## src/rtl/pe_fetch.sv

```systemverilog
// Instruction fetch front-end: drives fetch addresses into busctl, captures read
// data after a fixed latency and queues {pc, word} in a prefetch FIFO for decode.
module pe_fetch #(
    parameter int unsigned     AD_LEN     = 32,
    parameter int unsigned     BUS_WIDTH  = 32,
    parameter logic [AD_LEN-1:0] RESET_PC = '0,
    parameter int unsigned     FIFO_DEPTH = 4,
    parameter int unsigned     BUS_LAT    = 1
) (
    input  logic                 clk_i,
    input  logic                 reset_i,
    output logic [AD_LEN-1:0]    bus_ad_o,
    input  logic [BUS_WIDTH-1:0] bus_data_i,
    input  logic                 redirect_i,
    input  logic [AD_LEN-1:0]    redirect_pc_i,
    output logic [BUS_WIDTH-1:0] insn_o,
    output logic [AD_LEN-1:0]    insn_pc_o,
    output logic                 insn_valid_o,
    input  logic                 insn_ready_i
);

    localparam int unsigned BYTES = BUS_WIDTH / 8;
    localparam int unsigned PTR_W = $clog2(FIFO_DEPTH);
    localparam int unsigned CNT_W = $clog2(FIFO_DEPTH + 1);
    localparam int unsigned LAT_W = $clog2(BUS_LAT + 1);
    localparam int unsigned ENT_W = AD_LEN + BUS_WIDTH;

    typedef enum logic {FETCH, STALL} state_t;

    state_t            state_q, state_n;
    logic [AD_LEN-1:0] addr_n;
    logic [LAT_W-1:0]  lat_q, lat_n;
    logic [CNT_W-1:0]  cnt_q, cnt_n;
    logic [PTR_W-1:0]  rd_q, rd_n, wr_q, wr_n;
    logic [ENT_W-1:0]  mem [FIFO_DEPTH];
    logic [ENT_W-1:0]  push_ent, head_n;
    logic              push, pop, space, capture;

    assign push_ent = {bus_ad_o, bus_data_i};

    // Next-state: redirect flushes everything; otherwise capture, stall or count latency
    always_comb begin
        state_n = state_q;
        addr_n  = bus_ad_o;
        lat_n   = lat_q;
        cnt_n   = cnt_q;
        rd_n    = rd_q;
        wr_n    = wr_q;
        push    = 1'b0;
        head_n  = {insn_pc_o, insn_o};
        capture = (lat_q == LAT_W'(BUS_LAT));
        pop     = insn_valid_o && insn_ready_i;
        space   = (cnt_q != CNT_W'(FIFO_DEPTH)) || pop;

        if (redirect_i) begin
            state_n = FETCH;
            addr_n  = redirect_pc_i & ~AD_LEN'(BYTES - 1);
            lat_n   = '0;
            cnt_n   = '0;
            rd_n    = '0;
            wr_n    = '0;
        end else begin
            unique case (state_q)
                FETCH: begin
                    if (capture) begin
                        if (space) push = 1'b1;
                        else       state_n = STALL;
                    end else begin
                        lat_n = lat_q + LAT_W'(1);
                    end
                end
                STALL: begin
                    if (space) begin
                        push    = 1'b1;
                        state_n = FETCH;
                    end
                end
            endcase

            if (push) begin
                addr_n = bus_ad_o + AD_LEN'(BYTES);
                lat_n  = '0;
                wr_n   = wr_q + PTR_W'(1);
            end
            if (pop) rd_n = rd_q + PTR_W'(1);
            cnt_n = cnt_q + CNT_W'(push) - CNT_W'(pop);

            // New head may be the word being pushed this very cycle
            if (cnt_n != '0) head_n = (push && (wr_q == rd_n)) ? push_ent : mem[rd_n];
        end
    end

    always_ff @(posedge clk_i or posedge reset_i) begin
        if (reset_i) state_q <= FETCH;
        else         state_q <= state_n;
    end

    always_ff @(posedge clk_i or posedge reset_i) begin
        if (reset_i) begin
            bus_ad_o     <= RESET_PC;
            lat_q        <= '0;
            cnt_q        <= '0;
            rd_q         <= '0;
            wr_q         <= '0;
            insn_valid_o <= 1'b0;
            insn_o       <= '0;
            insn_pc_o    <= '0;
        end else begin
            bus_ad_o     <= addr_n;
            lat_q        <= lat_n;
            cnt_q        <= cnt_n;
            rd_q         <= rd_n;
            wr_q         <= wr_n;
            insn_valid_o <= (cnt_n != '0);
            insn_pc_o    <= head_n[ENT_W-1 -: AD_LEN];
            insn_o       <= head_n[BUS_WIDTH-1:0];
        end
    end

    always_ff @(posedge clk_i) begin
        if (push) mem[wr_q] <= push_ent;
    end

endmodule

```

## config.mk

```make
export PLATFORM = sky130hd
export DESIGN_NAME = pe_fetch
export DESIGN_NICKNAME = d
export VERILOG_FILES = /design/src/rtl/pe_fetch.sv
export SDC_FILE = /design/constraint.sdc
export NUM_CORES = 1
export LEC_CHECK = 0
export ABC_AREA = 1
export BUFFER_PORTS_ARGS = -buffer_cell sky130_fd_sc_hd__buf_4
export CORE_ASPECT_RATIO = 0.8
export CORE_MARGIN = 1
export CORE_UTILIZATION = 35
export CTS_CLUSTER_DIAMETER = 150
export DETAILED_ROUTE_END_ITERATION = 10
export RECOVER_POWER = 100
export SYNTH_ARGS = -nofsm -noshare
export SYNTH_HDL_FRONTEND = slang
export SYNTH_SLANG_ARGS = --single-unit
```

## constraint.sdc

```tcl
create_clock -name clk_i -period 5.5 [get_ports clk_i]
set_input_delay 0.825 -clock clk_i [delete_from_list [all_inputs] [get_ports clk_i]]
set_output_delay 0.825 -clock clk_i [all_outputs]
set_load 0.005 [all_outputs]
```

==> key figures <==
Synthesis
  • Number of distinct library cells after synthesis: 30
  • Dominant synthesized flop cell: edfxtp_1
  • Post-synthesis xor/xnor area fraction: 0.004512
  • Synthesis Warnings: 0
  • EDFF count, synth: 248
  • Seq/Total Area, Yosys: 0.6440
  • Post-Syn Area: 15,530 sq um
  • Synth Instances: 1,609
  • Syn Area/Cell: 9.650 sq um
  • Post-synthesis compound-gate area fraction: 0.01225
  • Post-synthesis adder-cell area fraction: 0.006930
  • Post-synthesis simple-gate area fraction: 0.2827
  • Largest family of logic cells by synthesized area: simple AND/OR/NAND/NOR gates
  • Post-synthesis mux area share: 0
  • Post-synthesis register bit count: 350
  • Ys async rst share: 0.2914

CTS
  • CTS tree: yes
  • Clock transition at path regs: 0.07 ns
  • CTS max path bufs: 3
  • Setup repair bufs after CTS: 0
  • Cts bufs inserted: 36
  • CTS hold repair buffers: 0
  • Root buf cell: clkbuf_16
  • Post_cts resized: 0
  • Htree depth: 2
  • # clock sinks: 350
  • Clock latency on the worst-skew pair: 0.54 ns

Placed design
  • Place WS: about 1.7 ns
  • Port Buf Inserts: 158
  • HPWL after DPL: 24,700 um
  • Gpl congestion: 0.8926
  • Placed Instance Area: between 15,000 and 20,000 sq um
  • Post-Place Cells: 2,289

Setup path
  • Worst R2R Path Depth: 5
  • Crit path kind: reg2reg
  • R2R Setup Slk: 1.53 ns
  • CP arrival: 4.18 ns
  • CP Launch Type: register
  • Reg2Reg Capture Point: mem[3][20]
  • Crit Path Max Fanout: 38
  • Reg-to-reg critical path startpoint: insn_valid_o
  • Critical Path RT: 5.71 ns
  • Setup crit end kind: register

Floorplan
  • Die width: roughly 240 um
  • # IOs: 165
  • Die area: 45,220 sq um
  • Total core area: 43,480 sq um
  • # rows: 68
  • Initial Utilization: 0.3571
  • Die H: between 150 and 200 um

GRT
  • Initial antenna violation count: 0
  • Number of global-route vias before repair: 11,370
  • Global route overflow: 0
  • Largest net degree at the start of global routing: 95
  • First-pass GRT wire length: 67,440 um
  • Gr usage total: 0.1943

Run
  • Max cap viols: 6

Drt
  • Antenna viol nets, final: 0
  • Initial DRT Pass Iterations: 5
  • Initial drt markers: 1,084
  • Avg WL per Cell: approximately 18 um
  • Mean number of vias per cell: 5.004
  • Final WL: 43,030 um
  • Vias post-DR: 11,780
  • Residual DRC count: 0

Final layout
  • Commonest non-fill, non-tap cells in the layout: 534 x nand2_1, 410 x nand3_1, 248 x edfxtp_1
  • Diodes inserted: 0
  • Synthesis-to-finish area growth: 17.03%
  • Fraction of layout cells with a size suffix above 1: 0.1035
  • Most common cell after layout, fill and taps aside: nand2_1
  • Fin area: 18,170 sq um
  • Final cell count without fillers: approximately 2,400
  • Nets: 1,808

STA
  • Relative slew slack: -1.442
  • Final WS setup: between 1.5 and 2 ns
  • RSZ-0062 raised after global routing: false
  • Clock skew: around 0.024 ns
  • Final Hold Viols: 0
  • Final Slew Violations: 270
  • Post-layout min period: 3.970 ns
  • Worst Max-Slew Pin Slew: 3.643 ns
  • TNS Setup: 0 ns
  • Final period utilization: 0.7218
  • F_max: 251.9 MHz
  • Final Setup Violations: 0

Power
  • Pwr/cell area: between 500 and 600 nW/um^2
  • Leak: 7.558 nW
  • Maximum vdd drop: 0.0004768 V

Worst hold path
  • Hold Crit Endpoint: insn_pc_o[30]
  • Hold depth: 2
  • Worst hold path type: reg2reg
  • HP Start: insn_pc_o[30]

Outcome
  • Failing checks: max-capacitance violations, max-slew violations
  • Outcome: finished with violations
synth_stat cells, types with 2 or more instances:
library cell	instances	area, sq um
buf_2	31	155.2
inv_1	93	349.1
nor2_1	57	214.0
dfrtp_1	102	2552
nand2_2	6	37.54
buf_4	4	30.03
edfxtp_1	248	7447
o21ai_0	17	85.08
clkbuf_1	39	146.4
a21oi_1	7	35.03
o211ai_1	4	30.03
inv_2	2	7.510
nand4_1	5	31.28
nand3_1	410	2052
buf_1	20	75.07
o221ai_1	3	26.28
xor2_1	7	61.31
ha_1	7	87.58
nor3_1	3	15.01
nand2_1	534	2004
kinds of logic (layout without fill, tap and decap cells):
family	Yosys count	count (layout)
buf+inv	190	337
compound gates	33	33
fa+ha+maj	8	8
xor+xnor	8	8
simple gates	1019	1019
other cells	1	4
flops	350	350
registers in the layout, indices dropped and copies added (netlist names):
register and count:
mem 248, insn_o 32, bus_ad_o 30, insn_pc_o 30, cnt_q 3, rd_q 2
wr_q 2, capture 1, insn_valid_o 1, state_q 1
where the power goes:
part | internal [W] | leakage [nW] | switching [W] | total (W)
combinational | 0.00102 | 3.50 | 0.00215 | 0.00317
clock | 0.00137 | 0.551 | 0.00102 | 0.00239
sequential | 0.00337 | 3.51 | 0.000358 | 0.00373
total | 0.00576 | 7.56 | 0.00353 | 0.00929
per-stage QoR:
stage	hold WS, ns	power, W	utilization
3_3_place_gp	0.4523	0.007020	0.3976
3_5_place_dp	0.4669	0.007089	0.3976
5_1_grt	0.4892	0.009932	0.4180
4_1_cts	0.4682	0.009486	0.4235
2_1_floorplan	0.4362	0.005666	-
6_report	0.4768	0.009286	0.4180
critical path, stage by stage (launching register included):
cell	delay, ns
dfrtp_1	0.44
nand2_1	0.16
nand4_1	0.15
nand2_1	0.40
nor2_1	2.12
buf_12	0.33
area by class of cell:
type	count	area (sq um)
Inverter	96	361.6
Clock inverter	17	172.7
Timing Repair Buffer	176	1140
Clock buffer	48	955.9
Tap cell	595	744.5
Multi-Input combinational cell	1072	4797
Sequential cell	350	10000
Fill cell	4263	25310
worst max path at each step:
stage	startpoint	endpoint	slack [ns]	cells after the start
floorplan	redirect_i	mem[0][0]	0.98	5
global placement	insn_ready_i	insn_pc_o[21]	1.82	15
detailed placement	insn_ready_i	insn_o[7]	1.69	15
CTS	insn_valid_o	insn_pc_o[27]	2.14	14
global route	insn_valid_o	mem[3][21]	1.19	5
finish	insn_valid_o	mem[3][20]	1.53	5
layer usage:
metal | up-vias | share of wire | GRT usage
met3 | 48 | 0.070 | 0.03691
met4 | 0 | 0.016 | 0.04665
met5 | - | 0 | 0
met1 | 5673 | 0.45 | 0.2721
li1 | 5670 | - | -
met2 | 388 | 0.46 | 0.3114
Note: power is estimated with default switching activity, not from simulation.
